### config.mk
export PLATFORM = sky130hd
export DESIGN_NAME = simd_sequencer
export DESIGN_NICKNAME = d
export VERILOG_FILES = /design/src/rtl/simd_sequencer.sv
export SDC_FILE = /design/constraint.sdc
export NUM_CORES = 1
export LEC_CHECK = 0
export CAP_MARGIN = 20
export CORE_MARGIN = 2
export CORE_UTILIZATION = 44
export DETAILED_ROUTE_END_ITERATION = 16
export PLACE_DENSITY = 0.67
export SYNTH_ARGS = -nofsm -noshare
export SYNTH_HDL_FRONTEND = slang
export SYNTH_SLANG_ARGS = --single-unit
### constraint.sdc
create_clock -name clk -period 8.01 [get_ports clk]
set_clock_uncertainty 0.2 [all_clocks]
set_input_delay 2.0025 -clock clk [delete_from_list [all_inputs] [get_ports clk]]
set_output_delay 2.0025 -clock clk [all_outputs]
set_load 0.02 [all_outputs]
### src/rtl/simd_sequencer.sv
// simd_sequencer: fetches from instruction memory, decodes and issues PE,
// dot-product and result-BRAM controls. It supports a start/done handshake,
// a stall input, nested hardware loops, JUMP, HALT and illegal-opcode
// detection.
//
// Optional feature macro: SEQ_PERF_CNT_EN. When it is defined, two saturating
// 32-bit counters are added: issue_count and stall_cycles.
//
// Ports:
//   clk, rstn           clock, synchronous active-low reset
//   start               begin execution at pc=0 (accepted in IDLE/HALTED)
//   stall               freeze the current issue slot
//   instruction         {a,b,r,opcode}; valid one cycle after pc
//   pc                  instruction fetch address
//   a_addr/b_addr/r_addr  operand/result addresses, held between issues
//   pe_op, dot_ctrl     PE operation, dot-product control
//   write_en, r_select  BRAM write enable, result source select
//   issue_valid         one-cycle pulse per issued instruction
//   busy, done, err     running, halt pulse, sticky error
//   issue_count, stall_cycles  (SEQ_PERF_CNT_EN only) performance counters
module simd_sequencer #(
    parameter int INS_ADDR_WIDTH = 10,
    parameter int ADDR_WIDTH     = 10,
    parameter int OPCODE_WIDTH   = 4,
    parameter int LOOP_DEPTH     = 2,
    parameter int LOOP_CNT_WIDTH = 8
) (
    input  logic                                  clk,
    input  logic                                  rstn,
    input  logic                                  start,
    input  logic                                  stall,
    input  logic [OPCODE_WIDTH+3*ADDR_WIDTH-1:0]  instruction,
    output logic [INS_ADDR_WIDTH-1:0]             pc,
    output logic [ADDR_WIDTH-1:0]                 a_addr,
    output logic [ADDR_WIDTH-1:0]                 b_addr,
    output logic [ADDR_WIDTH-1:0]                 r_addr,
    output logic [1:0]                            pe_op,
    output logic [1:0]                            dot_ctrl,
    output logic                                  write_en,
    output logic                                  r_select,
    output logic                                  issue_valid,
    output logic                                  busy,
    output logic                                  done,
    output logic                                  err
`ifdef SEQ_PERF_CNT_EN
    ,
    output logic [31:0]                           issue_count,
    output logic [31:0]                           stall_cycles
`endif
);

    localparam int SPW = $clog2(LOOP_DEPTH + 1);
    // The stack array is sized to a power of two so that the stack pointer
    // width matches the index width exactly. Entries at LOOP_DEPTH and above
    // are never written.
    localparam int STK = 1 << SPW;
    localparam int MW  = (INS_ADDR_WIDTH > ADDR_WIDTH) ? INS_ADDR_WIDTH : ADDR_WIDTH;

    localparam logic [OPCODE_WIDTH-1:0] OP_NOP   = OPCODE_WIDTH'(0);
    localparam logic [OPCODE_WIDTH-1:0] OP_ADD   = OPCODE_WIDTH'(1);
    localparam logic [OPCODE_WIDTH-1:0] OP_SUB   = OPCODE_WIDTH'(2);
    localparam logic [OPCODE_WIDTH-1:0] OP_MUL   = OPCODE_WIDTH'(3);
    localparam logic [OPCODE_WIDTH-1:0] OP_DSH   = OPCODE_WIDTH'(4);
    localparam logic [OPCODE_WIDTH-1:0] OP_DACC  = OPCODE_WIDTH'(5);
    localparam logic [OPCODE_WIDTH-1:0] OP_DCLR  = OPCODE_WIDTH'(6);
    localparam logic [OPCODE_WIDTH-1:0] OP_PASSB = OPCODE_WIDTH'(7);
    localparam logic [OPCODE_WIDTH-1:0] OP_LOOP  = OPCODE_WIDTH'(8);
    localparam logic [OPCODE_WIDTH-1:0] OP_ENDL  = OPCODE_WIDTH'(9);
    localparam logic [OPCODE_WIDTH-1:0] OP_JUMP  = OPCODE_WIDTH'(10);
    localparam logic [OPCODE_WIDTH-1:0] OP_HALT  = OPCODE_WIDTH'(15);

    typedef enum logic [1:0] {IDLE, FETCH, ISSUE, HALTED} state_t;
    state_t state;

    logic [OPCODE_WIDTH-1:0]   op;
    logic [ADDR_WIDTH-1:0]     a_f, b_f, r_f;
    logic [MW-1:0]             a_ext;
    logic [INS_ADDR_WIDTH-1:0] jump_target, pc_inc;

    assign op          = instruction[OPCODE_WIDTH-1:0];
    assign r_f         = instruction[OPCODE_WIDTH +: ADDR_WIDTH];
    assign b_f         = instruction[OPCODE_WIDTH+ADDR_WIDTH +: ADDR_WIDTH];
    assign a_f         = instruction[OPCODE_WIDTH+2*ADDR_WIDTH +: ADDR_WIDTH];
    assign a_ext       = MW'(a_f);
    assign jump_target = a_ext[INS_ADDR_WIDTH-1:0];
    assign pc_inc      = pc + 1'b1;

    // Loop stack
    logic [INS_ADDR_WIDTH-1:0] lp_start [STK];
    logic [LOOP_CNT_WIDTH-1:0] lp_cnt   [STK];
    logic [SPW-1:0]            sp, top;
    logic                      stk_full, stk_empty;

    assign top       = sp - SPW'(1);
    assign stk_full  = (sp == SPW'(LOOP_DEPTH));
    assign stk_empty = (sp == '0);

    // Decode of the datapath controls
    logic [1:0] dec_pe, dec_dot;
    logic       dec_we, dec_rsel, dec_illegal;

    always_comb begin
        dec_pe      = 2'b00;
        dec_dot     = 2'b00;
        dec_we      = 1'b0;
        dec_rsel    = 1'b0;
        dec_illegal = 1'b0;
        case (op)
            OP_NOP:   ;
            OP_ADD:   begin dec_pe = 2'b01; dec_we = 1'b1; end
            OP_SUB:   begin dec_pe = 2'b10; dec_we = 1'b1; end
            OP_MUL:   begin dec_pe = 2'b11; dec_we = 1'b1; end
            OP_DSH:   begin dec_pe = 2'b11; dec_dot = 2'b01; dec_we = 1'b1; dec_rsel = 1'b1; end
            OP_DACC:  begin dec_pe = 2'b11; dec_dot = 2'b10; dec_we = 1'b1; dec_rsel = 1'b1; end
            OP_DCLR:  dec_dot = 2'b11;
            OP_PASSB: dec_we = 1'b1;
            OP_LOOP, OP_ENDL, OP_JUMP, OP_HALT: ;
            default:  dec_illegal = 1'b1;
        endcase
    end

    always_ff @(posedge clk) begin
        if (!rstn) begin
            state       <= IDLE;
            pc          <= '0;
            a_addr      <= '0;
            b_addr      <= '0;
            r_addr      <= '0;
            pe_op       <= 2'b00;
            dot_ctrl    <= 2'b00;
            write_en    <= 1'b0;
            r_select    <= 1'b0;
            issue_valid <= 1'b0;
            busy        <= 1'b0;
            done        <= 1'b0;
            err         <= 1'b0;
            sp          <= '0;
            for (int i = 0; i < STK; i++) begin
                lp_start[i] <= '0;
                lp_cnt[i]   <= '0;
            end
        end else begin
            // Pulsed controls. dot_ctrl also returns to off so that the
            // dot-product unit never sees a command for more than one cycle.
            issue_valid <= 1'b0;
            write_en    <= 1'b0;
            done        <= 1'b0;
            dot_ctrl    <= 2'b00;
            case (state)
                IDLE, HALTED: begin
                    if (start) begin
                        state <= FETCH;
                        pc    <= '0;
                        err   <= 1'b0;
                        sp    <= '0;
                        busy  <= 1'b1;
                    end
                end
                FETCH: state <= ISSUE;
                ISSUE: begin
                    if (!stall) begin
                        issue_valid <= 1'b1;
                        a_addr      <= a_f;
                        b_addr      <= b_f;
                        r_addr      <= r_f;
                        pe_op       <= dec_pe;
                        dot_ctrl    <= dec_dot;
                        write_en    <= dec_we;
                        r_select    <= dec_rsel;
                        state       <= FETCH;
                        pc          <= pc_inc;
                        case (op)
                            OP_LOOP: begin
                                if (stk_full) begin
                                    err <= 1'b1;
                                end else begin
                                    lp_start[sp] <= pc_inc;
                                    lp_cnt[sp]   <= r_f[LOOP_CNT_WIDTH-1:0];
                                    sp           <= sp + SPW'(1);
                                end
                            end
                            OP_ENDL: begin
                                if (stk_empty) begin
                                    err <= 1'b1;
                                end else if (lp_cnt[top] > LOOP_CNT_WIDTH'(1)) begin
                                    lp_cnt[top] <= lp_cnt[top] - LOOP_CNT_WIDTH'(1);
                                    pc          <= lp_start[top];
                                end else begin
                                    sp <= top;
                                end
                            end
                            OP_JUMP: pc <= jump_target;
                            OP_HALT: begin
                                pc    <= pc;
                                state <= HALTED;
                                done  <= 1'b1;
                                busy  <= 1'b0;
                            end
                            default: if (dec_illegal) err <= 1'b1;
                        endcase
                    end
                end
                default: state <= IDLE;
            endcase
        end
    end

`ifdef SEQ_PERF_CNT_EN
    always_ff @(posedge clk) begin
        if (!rstn) begin
            issue_count  <= '0;
            stall_cycles <= '0;
        end else if ((state == IDLE || state == HALTED) && start) begin
            issue_count  <= '0;
            stall_cycles <= '0;
        end else if (state == ISSUE) begin
            if (!stall && issue_count != '1)
                issue_count <= issue_count + 32'd1;
            if (stall && stall_cycles != '1)
                stall_cycles <= stall_cycles + 32'd1;
        end
    end
`endif

endmodule
==> results of run 1 <==
==> critical path, cell delays in order <==
cell and delay (ps):
clkdlybuf4s50_1 760, nand3b_1 380, nor3_1 660, o21ai_2 270
mux2_2 350, nand2b_1 290, nand2_1 350
==> cell families after synthesis <==
family / Yosys count / synth area share [%]
and+or+nand+nor: 247 / 18.6
AOI/OAI and AO/OA: 96 / 10.1
DFF: 126 / 55.8
muxes: 20 / 7.34
xor gates and xnor gates: 16 / 2.41
adders and majority gates: 8 / 1.72
buffers and inverters: 57 / 4.05
==> registers in the layout, indices dropped and copies added, names as in the netlist <==
name / flops
lp_start: 40
lp_cnt: 32
a_addr: 10
b_addr: 10
pc: 10
r_addr: 10
dot_ctrl: 2
pe_op: 2
sp: 2
state: 2
busy: 1
done: 1
err: 1
issue_valid: 1
r_select: 1
write_en: 1
==> stage by stage <==
stage	power (mW)	hold WS, ps	instance area [um^2]	utilization [%]
6_report	1.65	254	7410	58.0
5_1_grt	1.70	274	7410	58.0
4_1_cts	1.65	253	7410	58.0
3_3_place_gp	0.833	242	6780	53.1
2_1_floorplan	0.784	263	5810	-
3_5_place_dp	0.835	246	6780	53.1
==> placed cells by master (no fill, tap or decap), types with 2 or more instances in the layout <==
cell type	count
a211oi_1	3
a21oi_1	52
a2bb2oi_1	3
a31oi_1	4
a32oi_1	2
and2_1	2
and3_1	3
buf_4	5
bufinv_16	5
clkbuf_1	4
clkbuf_16	17
clkdlybuf4s50_1	87
clkinv_2	2
clkinvlp_4	4
dfxtp_1	54
edfxtp_1	72
ha_1	8
inv_1	22
mux4_2	18
nand2_1	99
nand2b_1	7
nand3_1	10
nand3b_1	3
nand4_1	3
nor2_1	86
nor2b_1	9
nor3_1	10
nor4_1	2
o211ai_1	2
o21ai_0	7
o21ai_1	8
o221ai_1	8
or3_1	2
or4_1	2
xnor2_1	9
xor2_1	7
==> report_power, final <==
part / switching [mW] / leakage [nW] / internal, mW
logic: 0.0635 / 1.06 / 0.0475
registers: 0.00951 / 1.18 / 0.702
clock network: 0.277 / 0.293 / 0.550
total: 0.350 / 2.53 / 1.30
==> synth_stat cells, types with 2 or more instances <==
cell	count	share of area, %
a32oi_1	2	0.30
o221ai_1	8	1.2
o21ai_0	7	0.60
edfxtp_1	72	37
and2_1	2	0.22
buf_6	2	0.39
a211oi_1	3	0.39
nor2_1	86	5.6
xor2_1	7	1.1
or3_1	2	0.22
nor4_1	2	0.22
dfxtp_1	54	19
nand3b_1	3	0.39
a21oi_1	52	4.5
o21ai_1	8	0.69
inv_1	22	1.4
a2bb2oi_1	3	0.45
mux4_2	18	7.0
nor3_1	10	0.86
clkbuf_1	26	1.7
and3_1	3	0.32
nand2_1	99	6.4
o211ai_1	2	0.26
or4_1	2	0.26
buf_2	2	0.17
nand4_1	3	0.32
ha_1	8	1.7
nand2b_1	7	0.75
xnor2_1	9	1.4
nand3_1	10	0.86
a31oi_1	4	0.43
buf_1	4	0.26
nor2b_1	10	1.1
==> how the worst max path moves through the flow <==
stage / startpoint / to / slack, ps
after floorplan: instruction[0] / lp_cnt[1][0]$_SDFFCE_PN0P_ / 3480
after global placement: rstn / lp_cnt[1][3]$_SDFFCE_PN0P_ / 2590
after detailed placement: rstn / lp_cnt[1][2]$_SDFFCE_PN0P_ / 2480
after CTS: rstn / lp_cnt[1][7]$_SDFFCE_PN0P_ / 2870
after global routing: rstn / lp_cnt[0][0]$_SDFFCE_PN0P_ / 2580
final: rstn / lp_cnt[1][3]$_SDFFCE_PN0P_ / 2830
==> area by class of cell <==
cell class                      instances  area share [%]
Inverter                               22            1.11
Clock inverter                         11            2.57
Sequential cell                       126            43.7
Timing Repair Buffer                   92            12.3
Multi-Input combinational cell        387            31.5
Tap cell                              172            2.90
Clock buffer                           21            5.94
==> metal layers <==
metal	GRT usage (%)	vias up	routed length [um]
met3	5.89	25	1070
met5	0	-	0
met4	7.59	0	284
li1	-	2154	-
met1	27.3	2199	6180
met2	31.9	183	6750
==> metrics.csv, run 1 <==
metric,value,unit
Die Y,119,um
f_max,193,MHz
Async SR Flop Fraction,0,%
Die X-Extent,119,um
warnings from Yosys,0,
Post-CTS Resized,0,
hold depth,2,
overflow left after global routing,0,
Lkg Pwr,2.53,nW
"non-filler cells, final",831,
first-pass GRT wire length,22500,um
Max VDD drop,0.000147,V
status,"finished, final reports clean",
Maximum Capacitance Violations,0,
WL final,14300,um
Worst Hold End,a_addr[0]$_SDFFE_PN0P_,
Fin Setup TNS,0,ps
Pins Over Slew Limit,0,
share of the clock period used by the worst path,64.7,%
H-tree depth,4,
ANT cells,0,
"EDFF count, synth",72,
final worst slack,2830,ps
synth unique cells,51,
CTS sink count,126,
port bufs,87,
Initial Util,45.5,%
reg2reg start,sp[0]$_SDFFE_PN0P_,
worst reg2reg setup slack,3070,ps
Syn-to-layout area delta,27.6,%
pre-CTS setup slack,2480,ps
capturing point of the worst reg2reg path,lp_cnt[1][3]$_SDFFCE_PN0P_,
CTS Buf Count,17,
CP Class,in2reg,
Hold Crit Class,reg2reg,
IO Pins,88,
Setup crit start kind,primary input,
initial antenna violation count,0,
Worst Min Path Start,a_addr[0]$_SDFFE_PN0P_,
Slew @ Worst Pin,965,ps
via count,4561,
Post-Synthesis Cells,570,
DR iter-0 viols,332,
"Hold-fix buffers, CTS",0,
max_slew headroom,35.5,%
Multi-input gate area,2330,um^2
vias in the first global route,4296,
1st-pass router iterations,5,
clk slew on worst S/H paths,50,ps
GPL Wtd Cong,0.904,
"flops & latches, synth",126,
leading register cell type out of synthesis,edfxtp_1,
Via-to-Cell Ratio,5.49,
die area,14100,um^2
Critical Path RT,7900,ps
Worst setup EP type,register,
filler instances,1052,
antenna-violating nets left,0,
synthesized area,5810,um^2
Inst Count DP,799,
net count after synthesis,616,
Overall Global Routing Usage,20.5,%
Power Dens Cells,223,nW/um^2
DRC,0,
ratio of cells with drive above 1 in the final layout,8.95,%
RSZ-0062 raised after global routing,false,
WL/cell,17.2,um
Avg Inst Size Synth,10.2,um^2
clk_lat worst skew,420,ps
CTS tree,built,
Rows,41,
Setup Buffers After CTS,0,
nets,692,
largest net degree at the start of global routing,39,
Core Region,12800,um^2
clk root buf,clkbuf_16,
Hold Fails Final Rpt,0,
"buffers from clock root to sink, at most",2,
register area,3240,um^2
dpl hpwl,10400,um
critical-path maximum fanout,10,
worst path arrival time,5070,ps
worst r2r path cells,12,
final setup fails,0,
post-synthesis sequential area ratio,55.8,%
fin crit period,5180,ps
Note: power is estimated with default switching activity, not from simulation.
==> run 2: changes to the inputs <==
==> constraint.sdc (replaced) <==
create_clock -name clk -period 4.85 [get_ports clk]
set_clock_uncertainty 0.2 [all_clocks]
set_input_delay 1.2125 -clock clk [delete_from_list [all_inputs] [get_ports clk]]
set_output_delay 1.2125 -clock clk [all_outputs]
set_load 0.02 [all_outputs]
==> run 2 against run 1 <==
Hold slack lost 1.9 ps; global-route usage grew 1.0 points; core utilization shrank 0.46 points; die area is the same; critical path depth is the same; worst setup slack lost 2200 ps; count of clock-buffer cells in the layout shrank 1; first-iteration DRC count grew 24%; total power grew 54%.
==> metrics.csv, run 2 (synthesized netlist as in run 1, its figures left out) <==
metric,value,unit,change
share of the clock period used by the worst path,87.8,%,
Maximum Capacitance Violations,0,,unchanged
ratio of cells with drive above 1 in the final layout,9.08,%,+0.12 points
Slew @ Worst Pin,904,ps,-60.4 ps
Initial Util,45.5,%,unchanged
"Critical Path, Cell by Cell",clkdlybuf4s50_1 -> nand2b_1 -> nor4_1 -> nand2_1 -> nor2_1 -> nand2_1 -> nand2_1,,
largest net degree at the start of global routing,39,,unchanged
DRC,0,,unchanged
Multi-input gate area,2330,um^2,unchanged
Power Dens Cells,345,nW/um^2,+55%
max FFs per register,40,,unchanged
via count,4574,,+0.29%
Largest regs,"lp_start x40, lp_cnt x32",,
Core Region,12800,um^2,unchanged
DR iter-0 viols,411,,+24%
critical-path maximum fanout,12,,+2
Overall Global Routing Usage,21.5,%,+1.0 points
pre-CTS setup slack,282,ps,-2200 ps
clk_lat worst skew,410,ps,about the same
WL/cell,17.8,um,+3.3%
Post-CTS Resized,0,,unchanged
vias in the first global route,4375,,+1.8%
dpl hpwl,10300,um,-0.86%
Die Y,119,um,unchanged
final worst slack,590,ps,-2240 ps
Setup crit start kind,primary input,,
GPL Wtd Cong,0.904,,about the same
register area,3240,um^2,unchanged
Die X-Extent,119,um,unchanged
Reg with most FFs,lp_start,,
first-pass GRT wire length,23600,um,+4.8%
CTS tree,built,,
Worst setup EP type,register,,
die area,14100,um^2,unchanged
clk slew on worst S/H paths,50,ps,about the same
clk root buf,clkbuf_16,,
RSZ-0062 raised after global routing,false,,
most frequent cells in the layout,"99 x nand2_1, 87 x clkdlybuf4s50_1, 86 x nor2_1, 72 x edfxtp_1, 54 x dfxtp_1",,
overflow left after global routing,0,,unchanged
"buffers from clock root to sink, at most",2,,unchanged
Max VDD drop,0.000225,V,+53%
status,"finished, final reports clean",,
Syn-to-layout area delta,26.6,%,
filler instances,1037,,-1.4%
"commonest non-fill, non-tap cell in the layout",nand2_1,,
IO Pins,88,,unchanged
Worst path most repeated cell,nand2_1,,
Hold Crit Class,reg2reg,,
CTS sink count,126,,unchanged
placed instance area,6820,um^2,+0.55%
Via-to-Cell Ratio,5.49,,about the same
CP max stage cell,nor4_1,,
Rows,41,,unchanged
ANT cells,0,,unchanged
Fin Setup TNS,0,ps,unchanged
max_slew headroom,39.7,%,+4.2 points
worst path arrival time,4120,ps,-950 ps
WL final,14800,um,+3.6%
antenna-violating nets left,0,,unchanged
cell area after layout,7350,um^2,-0.79%
Critical Path RT,4710,ps,-3190 ps
port bufs,87,,unchanged
Crit path largest cell delay,650,ps,-110 ps
1st-pass router iterations,6,,+1
CTS Buf Count,17,,unchanged
Pins Over Slew Limit,0,,unchanged
final setup fails,0,,unchanged
Hold Fails Final Rpt,0,,unchanged
H-tree depth,4,,unchanged
worst path bufs/invs,1,,unchanged
fin crit period,4260,ps,
CP Class,in2reg,,
"Hold-fix buffers, CTS",0,,unchanged
"delay-heaviest family, CP",simple AND/OR/NAND/NOR gates,,
f_max,235,MHz,
Lkg Pwr,2.52,nW,-0.45%
initial antenna violation count,0,,unchanged
Setup Buffers After CTS,0,,unchanged
nets,697,,+0.72%
## run 2: cell types whose count changed in the layout (fill, tap and decap cells not counted)
cell / change
bufinv_16: -3
clkbuf_1: -1
clkinv_1: +2
clkinv_2: +1
clkinvlp_4: -2
buf_4: +5
## run 2: worst min-delay path: cells and delay by family, from the launching register on
family           cells  cell delay [ps]
flip-flops           1              300
AND/OR/NAND/NOR      1               50
AO/OA/AOI/OAI        1               50
## run 2: path summary, 6_finish.rpt
check                                             from  slack, ps  cells past startpoint                           end
worst min register to register  a_addr[0]$_SDFFE_PN0P_        250                      2        a_addr[0]$_SDFFE_PN0P_
worst max register to register      sp[1]$_SDFFE_PN0P_        780                      9    lp_cnt[1][6]$_SDFFCE_PN0P_
worst min-delay path            a_addr[0]$_SDFFE_PN0P_        250                      2        a_addr[0]$_SDFFE_PN0P_
worst max-delay path                    instruction[3]        590                      7  lp_start[1][8]$_SDFFCE_PN0P_
## run 2: routing by layer
layer | GRT usage, % | part of all wire (%) | up-vias | routed length, um
met2 | 33.3 | 48 | 164 | 7040
met3 | 3.93 | 5.6 | 22 | 824
met1 | 29.7 | 45 | 2233 | 6600
li1 | - | - | 2155 | -
met4 | 9.45 | 2.2 | 0 | 326
met5 | 0 | 0 | - | 0
## run 2: layout make-up
class,count,area share [%]
clock buffers,20,5.94
clock inverters,9,1.33
inverters,22,1.12
multi-input cells,387,31.7
flip-flops and latches,126,44.1
well taps,172,2.93
repair buffers,97,12.9
## run 2: power by group
part	leakage, nW	switching, mW	total, mW	internal [mW]
sequential	1.18	0.0161	1.18	1.16
clock	0.256	0.434	1.17	0.739
combinational	1.08	0.107	0.186	0.0790
total	2.52	0.557	2.54	1.98
## run 2: stage by stage
step,utilization [%],hold slack (ps),power (mW),std cells
final,57.6,252,2.54,833
after global routing,57.6,272,2.61,833
after CTS,57.6,255,2.55,833
after detailed placement,53.4,248,1.38,804
after global placement,53.4,242,1.38,804
after floorplan,-,263,1.29,570
